$ cat config.mk
export PLATFORM = sky130hd
export DESIGN_NAME = up_axi_initiator_flat
export DESIGN_NICKNAME = d
export VERILOG_FILES = /design/src/rtl/up_axi_initiator_pkg.sv /design/src/rtl/up_axi_initiator_if.sv /design/src/rtl/up_axi_timeout_cnt.sv /design/src/rtl/up_axi_initiator.sv /design/src/flat_wrapper.sv
export SDC_FILE = /design/constraint.sdc
export NUM_CORES = 1
export LEC_CHECK = 0
export CORE_MARGIN = 8
export CORE_UTILIZATION = 50
export DETAILED_ROUTE_END_ITERATION = 7
export DONT_BUFFER_PORTS = 1
export HOLD_SLACK_MARGIN = 0.08
export SKIP_CTS_REPAIR_TIMING = 1
export SLEW_MARGIN = 20
export SYNTH_ARGS = -nofsm -noshare
export SYNTH_HDL_FRONTEND = slang
export SYNTH_HIERARCHICAL = 1
export SYNTH_SLANG_ARGS = --single-unit
$ cat constraint.sdc
create_clock -name up_clk -period 3.95 [get_ports up_clk]
set_input_delay 0.79 -clock up_clk [delete_from_list [all_inputs] [get_ports up_clk]]
set_output_delay 0.79 -clock up_clk [all_outputs]
set_load 0.02 [all_outputs]
$ cat src/rtl/up_axi_initiator_pkg.sv
// Shared constants and types for the AXI4-Lite to up-bus initiator.
package up_axi_initiator_pkg;

   localparam logic [1:0] AXI_RESP_OKAY   = 2'b00;
   localparam logic [1:0] AXI_RESP_SLVERR = 2'b10;

   // Width of the shared timeout counter; covers TIMEOUT_CYCLES up to 65535.
   localparam int unsigned TIMEOUT_CNT_WIDTH = 16;

   typedef enum logic [2:0] {
      ST_IDLE    = 3'd0,
      ST_WR_REQ  = 3'd1,
      ST_WR_WAIT = 3'd2,
      ST_WR_RESP = 3'd3,
      ST_RD_REQ  = 3'd4,
      ST_RD_WAIT = 3'd5,
      ST_RD_RESP = 3'd6
   } state_t;

   typedef enum logic {
      GRANT_WRITE = 1'b0,
      GRANT_READ  = 1'b1
   } grant_t;

endpackage

$ cat src/rtl/up_axi_initiator_if.sv
// AXI4-Lite slave channel plus up register bus, bundled for the initiator.
interface up_axi_initiator_if #(
   parameter int unsigned AXI_ADDRESS_WIDTH = 16
) ();

   logic                         awvalid;
   logic                         awready;
   logic [AXI_ADDRESS_WIDTH-1:0] awaddr;
   logic                         wvalid;
   logic                         wready;
   logic [31:0]                  wdata;
   logic [3:0]                   wstrb;
   logic                         bvalid;
   logic                         bready;
   logic [1:0]                   bresp;
   logic                         arvalid;
   logic                         arready;
   logic [AXI_ADDRESS_WIDTH-1:0] araddr;
   logic                         rvalid;
   logic                         rready;
   logic [31:0]                  rdata;
   logic [1:0]                   rresp;

   logic                         up_wreq;
   logic [AXI_ADDRESS_WIDTH-3:0] up_waddr;
   logic [31:0]                  up_wdata;
   logic                         up_wack;
   logic                         up_rreq;
   logic [AXI_ADDRESS_WIDTH-3:0] up_raddr;
   logic [31:0]                  up_rdata;
   logic                         up_rack;

   // Initiator side: AXI slave port, up bus request driver.
   modport slave (
      input  awvalid, awaddr, wvalid, wdata, wstrb, bready, arvalid, araddr, rready,
      input  up_wack, up_rack, up_rdata,
      output awready, wready, bvalid, bresp, arready, rvalid, rdata, rresp,
      output up_wreq, up_waddr, up_wdata, up_rreq, up_raddr
   );

   // AXI master / up responder side.
   modport master (
      output awvalid, awaddr, wvalid, wdata, wstrb, bready, arvalid, araddr, rready,
      output up_wack, up_rack, up_rdata,
      input  awready, wready, bvalid, bresp, arready, rvalid, rdata, rresp,
      input  up_wreq, up_waddr, up_wdata, up_rreq, up_raddr
   );

endinterface

$ cat src/rtl/up_axi_timeout_cnt.sv
// Loadable saturating up-counter with terminal-count flag for ack timeouts.
module up_axi_timeout_cnt
   import up_axi_initiator_pkg::*;
#(
   parameter int unsigned TIMEOUT_CYCLES = 255
) (
   input  logic clk,
   input  logic rst_n,
   input  logic load,
   output logic expired
);

   localparam logic [TIMEOUT_CNT_WIDTH-1:0] TERMINAL = TIMEOUT_CNT_WIDTH'(TIMEOUT_CYCLES - 1);

   logic [TIMEOUT_CNT_WIDTH-1:0] cnt;

   // Load with 1 in the request cycle so the value equals cycles elapsed since the
   // request pulse; saturate so the count never wraps back through TERMINAL.
   always_ff @(posedge clk or negedge rst_n) begin
      if (!rst_n) begin
         cnt <= '0;
      end else if (load) begin
         cnt <= TIMEOUT_CNT_WIDTH'(1);
      end else if (cnt != '1) begin
         cnt <= cnt + TIMEOUT_CNT_WIDTH'(1);
      end
   end

   assign expired = (cnt == TERMINAL);

endmodule

$ cat src/rtl/up_axi_initiator.sv
// AXI4-Lite slave to up register bus initiator: one outstanding transaction,
// round-robin read/write arbitration, timeout-backed responses.
module up_axi_initiator
   import up_axi_initiator_pkg::*;
#(
   parameter int unsigned AXI_ADDRESS_WIDTH = 16,
   parameter int unsigned TIMEOUT_CYCLES    = 255,
   parameter logic [31:0] TIMEOUT_RDATA     = 32'hDEADDEAD
) (
   input  logic                 up_clk,
   input  logic                 up_rstn,
   up_axi_initiator_if.slave    bus
);

   localparam int unsigned UAW = AXI_ADDRESS_WIDTH - 2;

   state_t          state, state_n;
   grant_t          last_grant, last_grant_n;
   logic            armed;
   logic [UAW-1:0]  waddr_q, waddr_n, raddr_q, raddr_n;
   logic [31:0]     wdata_q, wdata_n, rdata_q, rdata_n;
   logic [3:0]      wstrb_q, wstrb_n;
   logic [1:0]      bresp_q, bresp_n, rresp_q, rresp_n;
   logic            aw_grant, ar_grant, cnt_load, expired;
   logic            wr_pending, rd_pending, strb_full;

   assign wr_pending = bus.awvalid && bus.wvalid;
   assign rd_pending = bus.arvalid;
   assign strb_full  = (wstrb_q == 4'hF);

   up_axi_timeout_cnt #(
      .TIMEOUT_CYCLES (TIMEOUT_CYCLES)
   ) u_timeout (
      .clk     (up_clk),
      .rst_n   (up_rstn),
      .load    (cnt_load),
      .expired (expired)
   );

   // State, arbitration history and latched transaction fields.
   // armed keeps the combinational readies low while reset is held.
   always_ff @(posedge up_clk or negedge up_rstn) begin
      if (!up_rstn) begin
         state      <= ST_IDLE;
         last_grant <= GRANT_READ;
         armed      <= 1'b0;
         waddr_q    <= '0;
         wdata_q    <= '0;
         wstrb_q    <= '0;
         raddr_q    <= '0;
         bresp_q    <= '0;
         rdata_q    <= '0;
         rresp_q    <= '0;
      end else begin
         state      <= state_n;
         last_grant <= last_grant_n;
         armed      <= 1'b1;
         waddr_q    <= waddr_n;
         wdata_q    <= wdata_n;
         wstrb_q    <= wstrb_n;
         raddr_q    <= raddr_n;
         bresp_q    <= bresp_n;
         rdata_q    <= rdata_n;
         rresp_q    <= rresp_n;
      end
   end

   // Next-state, grant and response capture decisions.
   always_comb begin
      state_n      = state;
      last_grant_n = last_grant;
      waddr_n      = waddr_q;
      wdata_n      = wdata_q;
      wstrb_n      = wstrb_q;
      raddr_n      = raddr_q;
      bresp_n      = bresp_q;
      rdata_n      = rdata_q;
      rresp_n      = rresp_q;
      aw_grant     = 1'b0;
      ar_grant     = 1'b0;
      cnt_load     = 1'b0;

      case (state)
         ST_IDLE: begin
            if (armed) begin
               if (wr_pending && (!rd_pending || last_grant == GRANT_READ)) begin
                  aw_grant = 1'b1;
                  waddr_n  = bus.awaddr[AXI_ADDRESS_WIDTH-1:2];
                  wdata_n  = bus.wdata;
                  wstrb_n  = bus.wstrb;
                  state_n  = ST_WR_REQ;
               end else if (rd_pending) begin
                  ar_grant = 1'b1;
                  raddr_n  = bus.araddr[AXI_ADDRESS_WIDTH-1:2];
                  state_n  = ST_RD_REQ;
               end
            end
         end
         ST_WR_REQ: begin
            if (!strb_full) begin
               bresp_n = AXI_RESP_SLVERR;
               state_n = ST_WR_RESP;
            end else begin
               cnt_load = 1'b1;
               state_n  = ST_WR_WAIT;
            end
         end
         ST_WR_WAIT: begin
            if (bus.up_wack) begin
               bresp_n = AXI_RESP_OKAY;
               state_n = ST_WR_RESP;
            end else if (expired) begin
               bresp_n = AXI_RESP_SLVERR;
               state_n = ST_WR_RESP;
            end
         end
         ST_WR_RESP: begin
            if (bus.bready) begin
               last_grant_n = GRANT_WRITE;
               state_n      = ST_IDLE;
            end
         end
         ST_RD_REQ: begin
            cnt_load = 1'b1;
            state_n  = ST_RD_WAIT;
         end
         ST_RD_WAIT: begin
            if (bus.up_rack) begin
               rdata_n = bus.up_rdata;
               rresp_n = AXI_RESP_OKAY;
               state_n = ST_RD_RESP;
            end else if (expired) begin
               rdata_n = TIMEOUT_RDATA;
               rresp_n = AXI_RESP_SLVERR;
               state_n = ST_RD_RESP;
            end
         end
         ST_RD_RESP: begin
            if (bus.rready) begin
               last_grant_n = GRANT_READ;
               state_n      = ST_IDLE;
            end
         end
         default: state_n = ST_IDLE;
      endcase
   end

   assign bus.awready  = aw_grant;
   assign bus.wready   = aw_grant;
   assign bus.arready  = ar_grant;
   assign bus.bvalid   = (state == ST_WR_RESP);
   assign bus.bresp    = bresp_q;
   assign bus.rvalid   = (state == ST_RD_RESP);
   assign bus.rdata    = rdata_q;
   assign bus.rresp    = rresp_q;
   assign bus.up_wreq  = (state == ST_WR_REQ) && strb_full;
   assign bus.up_waddr = waddr_q;
   assign bus.up_wdata = wdata_q;
   assign bus.up_rreq  = (state == ST_RD_REQ);
   assign bus.up_raddr = raddr_q;

endmodule

$ cat src/flat_wrapper.sv
// flat-port wrapper written by rule: the top's interface ports become plain ports
module up_axi_initiator_flat import up_axi_initiator_pkg::*;
#(
   parameter int unsigned AXI_ADDRESS_WIDTH = 16,
   parameter int unsigned TIMEOUT_CYCLES    = 255,
   parameter logic [31:0] TIMEOUT_RDATA     = 32'hDEADDEAD
)
  (up_clk, up_rstn, bus_awvalid, bus_awaddr, bus_wvalid, bus_wdata, bus_wstrb, bus_bready, bus_arvalid, bus_araddr, bus_rready, bus_up_wack, bus_up_rack, bus_up_rdata, bus_awready, bus_wready, bus_bvalid, bus_bresp, bus_arready, bus_rvalid, bus_rdata, bus_rresp, bus_up_wreq, bus_up_waddr, bus_up_wdata, bus_up_rreq, bus_up_raddr);
  up_axi_initiator_if #(.AXI_ADDRESS_WIDTH(AXI_ADDRESS_WIDTH)) bus_i ();
  input  logic up_clk;
  input  logic up_rstn;
  input wire logic [$bits(bus_i.awvalid)-1:0] bus_awvalid;
  input wire logic [$bits(bus_i.awaddr)-1:0] bus_awaddr;
  input wire logic [$bits(bus_i.wvalid)-1:0] bus_wvalid;
  input wire logic [$bits(bus_i.wdata)-1:0] bus_wdata;
  input wire logic [$bits(bus_i.wstrb)-1:0] bus_wstrb;
  input wire logic [$bits(bus_i.bready)-1:0] bus_bready;
  input wire logic [$bits(bus_i.arvalid)-1:0] bus_arvalid;
  input wire logic [$bits(bus_i.araddr)-1:0] bus_araddr;
  input wire logic [$bits(bus_i.rready)-1:0] bus_rready;
  input wire logic [$bits(bus_i.up_wack)-1:0] bus_up_wack;
  input wire logic [$bits(bus_i.up_rack)-1:0] bus_up_rack;
  input wire logic [$bits(bus_i.up_rdata)-1:0] bus_up_rdata;
  output wire logic [$bits(bus_i.awready)-1:0] bus_awready;
  output wire logic [$bits(bus_i.wready)-1:0] bus_wready;
  output wire logic [$bits(bus_i.bvalid)-1:0] bus_bvalid;
  output wire logic [$bits(bus_i.bresp)-1:0] bus_bresp;
  output wire logic [$bits(bus_i.arready)-1:0] bus_arready;
  output wire logic [$bits(bus_i.rvalid)-1:0] bus_rvalid;
  output wire logic [$bits(bus_i.rdata)-1:0] bus_rdata;
  output wire logic [$bits(bus_i.rresp)-1:0] bus_rresp;
  output wire logic [$bits(bus_i.up_wreq)-1:0] bus_up_wreq;
  output wire logic [$bits(bus_i.up_waddr)-1:0] bus_up_waddr;
  output wire logic [$bits(bus_i.up_wdata)-1:0] bus_up_wdata;
  output wire logic [$bits(bus_i.up_rreq)-1:0] bus_up_rreq;
  output wire logic [$bits(bus_i.up_raddr)-1:0] bus_up_raddr;
  assign bus_i.awvalid = bus_awvalid;
  assign bus_i.awaddr = bus_awaddr;
  assign bus_i.wvalid = bus_wvalid;
  assign bus_i.wdata = bus_wdata;
  assign bus_i.wstrb = bus_wstrb;
  assign bus_i.bready = bus_bready;
  assign bus_i.arvalid = bus_arvalid;
  assign bus_i.araddr = bus_araddr;
  assign bus_i.rready = bus_rready;
  assign bus_i.up_wack = bus_up_wack;
  assign bus_i.up_rack = bus_up_rack;
  assign bus_i.up_rdata = bus_up_rdata;
  assign bus_awready = bus_i.awready;
  assign bus_wready = bus_i.wready;
  assign bus_bvalid = bus_i.bvalid;
  assign bus_bresp = bus_i.bresp;
  assign bus_arready = bus_i.arready;
  assign bus_rvalid = bus_i.rvalid;
  assign bus_rdata = bus_i.rdata;
  assign bus_rresp = bus_i.rresp;
  assign bus_up_wreq = bus_i.up_wreq;
  assign bus_up_waddr = bus_i.up_waddr;
  assign bus_up_wdata = bus_i.up_wdata;
  assign bus_up_rreq = bus_i.up_rreq;
  assign bus_up_raddr = bus_i.up_raddr;
  up_axi_initiator #(.AXI_ADDRESS_WIDTH(AXI_ADDRESS_WIDTH), .TIMEOUT_CYCLES(TIMEOUT_CYCLES), .TIMEOUT_RDATA(TIMEOUT_RDATA)) u_core (.up_clk(up_clk), .up_rstn(up_rstn), .bus(bus_i));
endmodule
* After elaboration in Yosys (flattened, before gate mapping)
Cells that the tools add are included.
** Word-level totals
- Bits in registers :: 121
- Input port bits :: 109
- Output and inout bits :: 103
** Operators by class
- Add/sub/neg operators :: 1
- Eq/ne operators :: 16
- Multiplexer cells :: 32
- Bitwise gates (word level) :: 1
- Reductions and logical operators :: 16
** Operators by type and width (number)
- 2-to-1 mux 32 bit :: 2
- 2-to-1 mux 16 bit :: 2
- 2-to-1 mux 3 bit :: 9
- one-hot mux 3 bit (7 select lines) :: 1
- adder 16 x 1 -> 16 bit, second input constant :: 1
- == test 16 x 8 -> 1 bit, second input constant :: 1
- != test 16 bit, second input constant :: 1
- 2-to-1 mux 1 bit :: 11
- == test 3 bit, second input constant :: 3
- != test 3 x 2 -> 1 bit, second input constant :: 3
- AND reduction 3 bit :: 3
- 2-to-1 mux 2 bit :: 4
- nonzero test 2 bit :: 4
- == test 3 x 2 -> 1 bit, second input constant :: 2
- != test 2 bit, second input constant :: 3
- AND reduction 6 bit :: 1
- == test 4 bit, second input constant :: 1
- one-hot mux 1 bit (2 select lines) :: 2
- one-hot mux 2 bit (2 select lines) :: 1
- AND reduction 4 bit :: 1
- == test 3 x 1 -> 1 bit, second input constant :: 1
- logical AND 1 bit :: 3
- zero test 3 bit :: 1
- != test 2 x 1 -> 1 bit, second input constant :: 1
- other kinds (4) :: 4

* Longest topological paths before layout
- Word-level depth :: 6
- Gate-level depth with buffers :: 11
- Depth with buffers taken out :: 10

* By module
The synthesis kept the hierarchy.
** Modules (own cells, without submodules)
- up_axi_initiator :: times used 1, cells an instance 275, area each 4115.2 um^2, sequential area each 2578.7 um^2
- up_axi_timeout_cnt :: times used 1, cells an instance 106, area each 974.7 um^2, sequential area each 400.4 um^2

* Worst setup path before layout
OpenSTA, ideal clock, no wires.
- Path type :: register -> register
- Start point :: register u_core.u_timeout.cnt[0]
- End point :: register u_core.rdata_q[13], in the netlist u_core/bus.rdata[13]
- Library setup time :: 0.121 ns
- Data arrival time :: 2.581 ns
- Path slack :: 1.248 ns
- Cell stages (with the launch flop) :: 11
- Buffers on the path :: 1
- Clock period less this slack :: 2.702 ns
- Cell sequence :: dfrtp_1 -> inv_1 -> ha_1 -> or4b_2 -> nor3_1 -> nand3_1 -> nor4_1 -> nor2_1 -> or4_4 -> buf_6 -> a22o_1
** On the way
- Word-level cells in the longest chain between the ends :: 3
** RTL lines
- start, declared :: line up_axi_timeout_cnt.sv:15 : logic [TIMEOUT_CNT_WIDTH-1:0] cnt;
- start signal, assigned :: line up_axi_timeout_cnt.sv:25 : cnt <= cnt + TIMEOUT_CNT_WIDTH'(1);
- == test 16 x 8 -> 1 bit :: line up_axi_timeout_cnt.sv:29 : assign expired = (cnt == TERMINAL);
- net u_core.expired :: line up_axi_initiator.sv:24 : logic aw_grant, ar_grant, cnt_load, expired;
- nonzero test 2 bit (no line)
- AND reduction 2 bit (no line)
- end signal, assigned :: line up_axi_initiator.sv:63 : rdata_q <= rdata_n;
- end, declared :: line up_axi_initiator.sv:21 : logic [31:0] wdata_q, wdata_n, rdata_q, rdata_n;
The timed path passes the listed nets, and every way through them passes these cells.
A chain may end at the register's enable or synchronous reset.

* Worst setup path after layout
- Start point :: register u_core.u_timeout.cnt[0]
- End point :: register u_core.rdata_q[20], in the netlist u_core/bus.rdata[20]
The elaborated chain is that of the path after synthesis.

==> metrics <==
status=completed; Total GRT Usage=17.4%; via count=3057; fin area=5710 um^2; Post-DRT Antenna Nets=0; diodes inserted=0; first-pass GRT wire length=17800 um; GRT overflow=0; fin. max-slew vios=0; Setup Slack @ Placement=0.838 ns; post-synth top area share=58.0%; crit path launch type=flip-flop; max_cap viols=0; Final Hold Vio Count=0; CTS buffer count=17; Cell Rows=37; post-DP HPWL=8530 um; Multi-input gate area=1890 um^2; Nets=494; die height=117 um; CP Data Required Time=roughly 4.3 ns; Post-synth top cells=118 x dfrtp_1, 49 x mux2_1, 25 x nor2_1; FMAX=320 MHz; final worst setup slack=approximately 0.82 ns; Avg Cell Area, Syn=13.4 um^2; power per cell area=895 nW/um^2; Worst Skew=~0.0090 ns; drt drc=0; crit path max fanout=10; Min-Delay Path Class=input port to async pin; Worst Reg2Reg Path Length in Cells=9; crit end category=flip-flop; die width=117 um; crit-path cells=inv_1 > ha_1 > or4b_2 > nor3_1 > nand3_1 > nor4_1 > nor2_1 > or4_4 > a22o_1; Final Cycle Share=79.2%; FF+latch count, synth=119; Layout Utilization=56.5%; wire per inst=22.0 um; Boundary Pins=approximately 210; Post-synth ARST share=between 90% and 100%; final setup fails=0; Slew HR=41.1%; CTS tree=yes; die area=13700 um^2; Hold WS=roughly 0.13 ns; initial antenna violation count=0; largest cells by area after synthesis=dfrtp_1 58%, mux2_1 11%, mux2_2 4.0%, o22a_1 3.8%, nor2_1 1.8%; H-tree levels=4; family with the most delay on the worst path=simple AND/OR/NAND/NOR gates; maximum buffer depth of the clock tree=2; Lkg Pwr=2.57 nW; Initial Util=50.4%; largest net degree at the start of global routing=120; Main synth FF type=dfrtp_1; DRT Wirelength=11600 um; CP Class=flip-flop to flip-flop; CP Buf/Inv Count=1; sequential cell area fraction in the yosys report=58.5%; R2R setup slack=0.82 ns; Root Driver=clkbuf_8; Cells after Synth=381; DRT iter0 DRCs=220; Final GP Congestion=0.779; Least-Margin Pin Slew=0.881 ns; IO Port Bufs=0; Area growth syn-to-layout=12.1%; Sink Count=119; Core Area=about 10000 um^2; YS warnings=6; reg-to-reg endpoint=u_core/bus.rdata[20]; WP data arrival=3.51 ns; worst-skew pair later-pin latency=0.50 ns; CTS clk-pin slew, worst paths=0.05 ns; cell with the most instances after synthesis=dfrtp_1; First-pass DRT Iterations=4; unrepaired setup endpoints after global routing=no; CP max-delay cell=or4b_2; DP Area=5120 um^2; drt via density=5.77; CP max stage delay=just under 0.6 ns; number of global-route vias before repair=3264; # fillers=846; min Tclk post-route=between 3 and 4 ns; Mapped Area=slightly above 5000 um^2; Worst R2R Start=u_core/u_timeout/cnt[0]; register area=2980 um^2; share of cells above drive strength 1=18.3%; peak supply drop=0.000449 V; total negative slack=0 ns; Post-synth EDFFs=0; Netlist cell types=54; Synth area leader=dfrtp_1
-- cell type report --
type                            count  area share, %
Multi-Input combinational cell    231           33.2
Tap cell                          136           2.98
Clock inverter                      9           1.78
Sequential cell                   119           52.2
Inverter                            8          0.658
Timing Repair Buffer                6           1.14
Clock buffer                       21           8.05
-- how the worst max path moves through the flow --
stage                            to  cells after the start                    start  slack, ns
6_report       u_core/bus.rdata[20]                      9  u_core/u_timeout/cnt[0]       0.82
5_1_grt        u_core/bus.rdata[20]                      9  u_core/u_timeout/cnt[0]       0.61
4_1_cts        u_core/bus.rdata[20]                      9  u_core/u_timeout/cnt[0]       0.81
3_5_place_dp   u_core/bus.rdata[22]                      9  u_core/u_timeout/cnt[0]       0.84
3_3_place_gp    u_core/bus.rdata[1]                      9  u_core/u_timeout/cnt[0]       0.91
2_1_floorplan  u_core/bus.rdata[13]                     10  u_core/u_timeout/cnt[0]       1.25
-- metrics by stage --
stage / total power, mW / std cells
floorplan: 3.42 / 382
finish: 5.11 / 530
CTS: 5.16 / 529
global placement: 3.64 / 499
global route: 5.40 / 530
detailed placement: 3.69 / 499
-- flip-flops by register name, summed over array words and instances, names as in the netlist --
signal and count:
u_core/bus.rdata 32, u_core/bus.up_wdata 32, u_core/u_timeout/cnt 16, u_core/bus.up_raddr 14, u_core/bus.up_waddr 14, u_core/wstrb_q 4
u_core/state 3, u_core/armed 1, u_core/bus.bresp 1, u_core/bus.rresp 1, u_core/last_grant 1
-- logic make-up (layout without fill, tap and decap cells) --
group                    after synthesis  count (layout)  share of synthesized area, %
AND/OR/NAND/NOR                       92              92                          10.8
flip-flops                           119             119                          58.5
buffers and inverters                 32              44                          4.50
XOR/XNOR                               3               3                         0.516
AO/OA/AOI/OAI                         63              63                          9.98
other                                  2               3                         0.148
adder cells (fa/ha/maj)                2               2                         0.492
multiplexers                          68              68                          15.0
-- worst register-to-register path, cell delays in order (launching register included) --
cell,delay (ns)
dfrtp_1,0.42
inv_1,0.11
ha_1,0.16
or4b_2,0.58
nor3_1,0.15
nand3_1,0.10
nor4_1,0.53
nor2_1,0.20
or4_4,0.55
a22o_1,0.22
-- cell usage in the layout, fill, tap and decap left out, types with 2 or more instances in the layout --
cell type  instances
nor2_1            25
nand3_1            9
or2_2              2
clkbuf_16         16
o22a_1            22
dfrtp_1          118
o31ai_1            2
buf_4              5
inv_1              6
or4_1              2
ha_1               2
mux2_1            49
nand2_1           11
and4bb_2           2
nor4_1             2
and4_1             2
clkinv_2           5
a22o_1            10
a21oi_1           11
bufinv_16          2
nor4_4             2
clkbuf_8           4
nand4_1            7
nor3_1             9
a211oi_1           4
and3_1             5
a31oi_1            3
mux2_2            18
xnor2_1            3
nor2b_1            4
a311oi_1           2
conb_1             3
-- routing by layer --
metal | up-vias | GRT usage, % | share of wire [%]
met5 | - | 0 | 0
met3 | 8 | 9.70 | 14
met1 | 1510 | 19.1 | 38
met4 | 0 | 6.91 | 0.94
met2 | 143 | 27.5 | 47
li1 | 1396 | - | -
-- where the power goes --
part	switching, mW	leakage (nW)	internal (mW)	total, mW
combinational	0.406	0.811	0.450	0.856
sequential	1.05	1.48	1.77	2.82
clock	0.499	0.279	0.934	1.43
(Power assumes the default switching activity.)
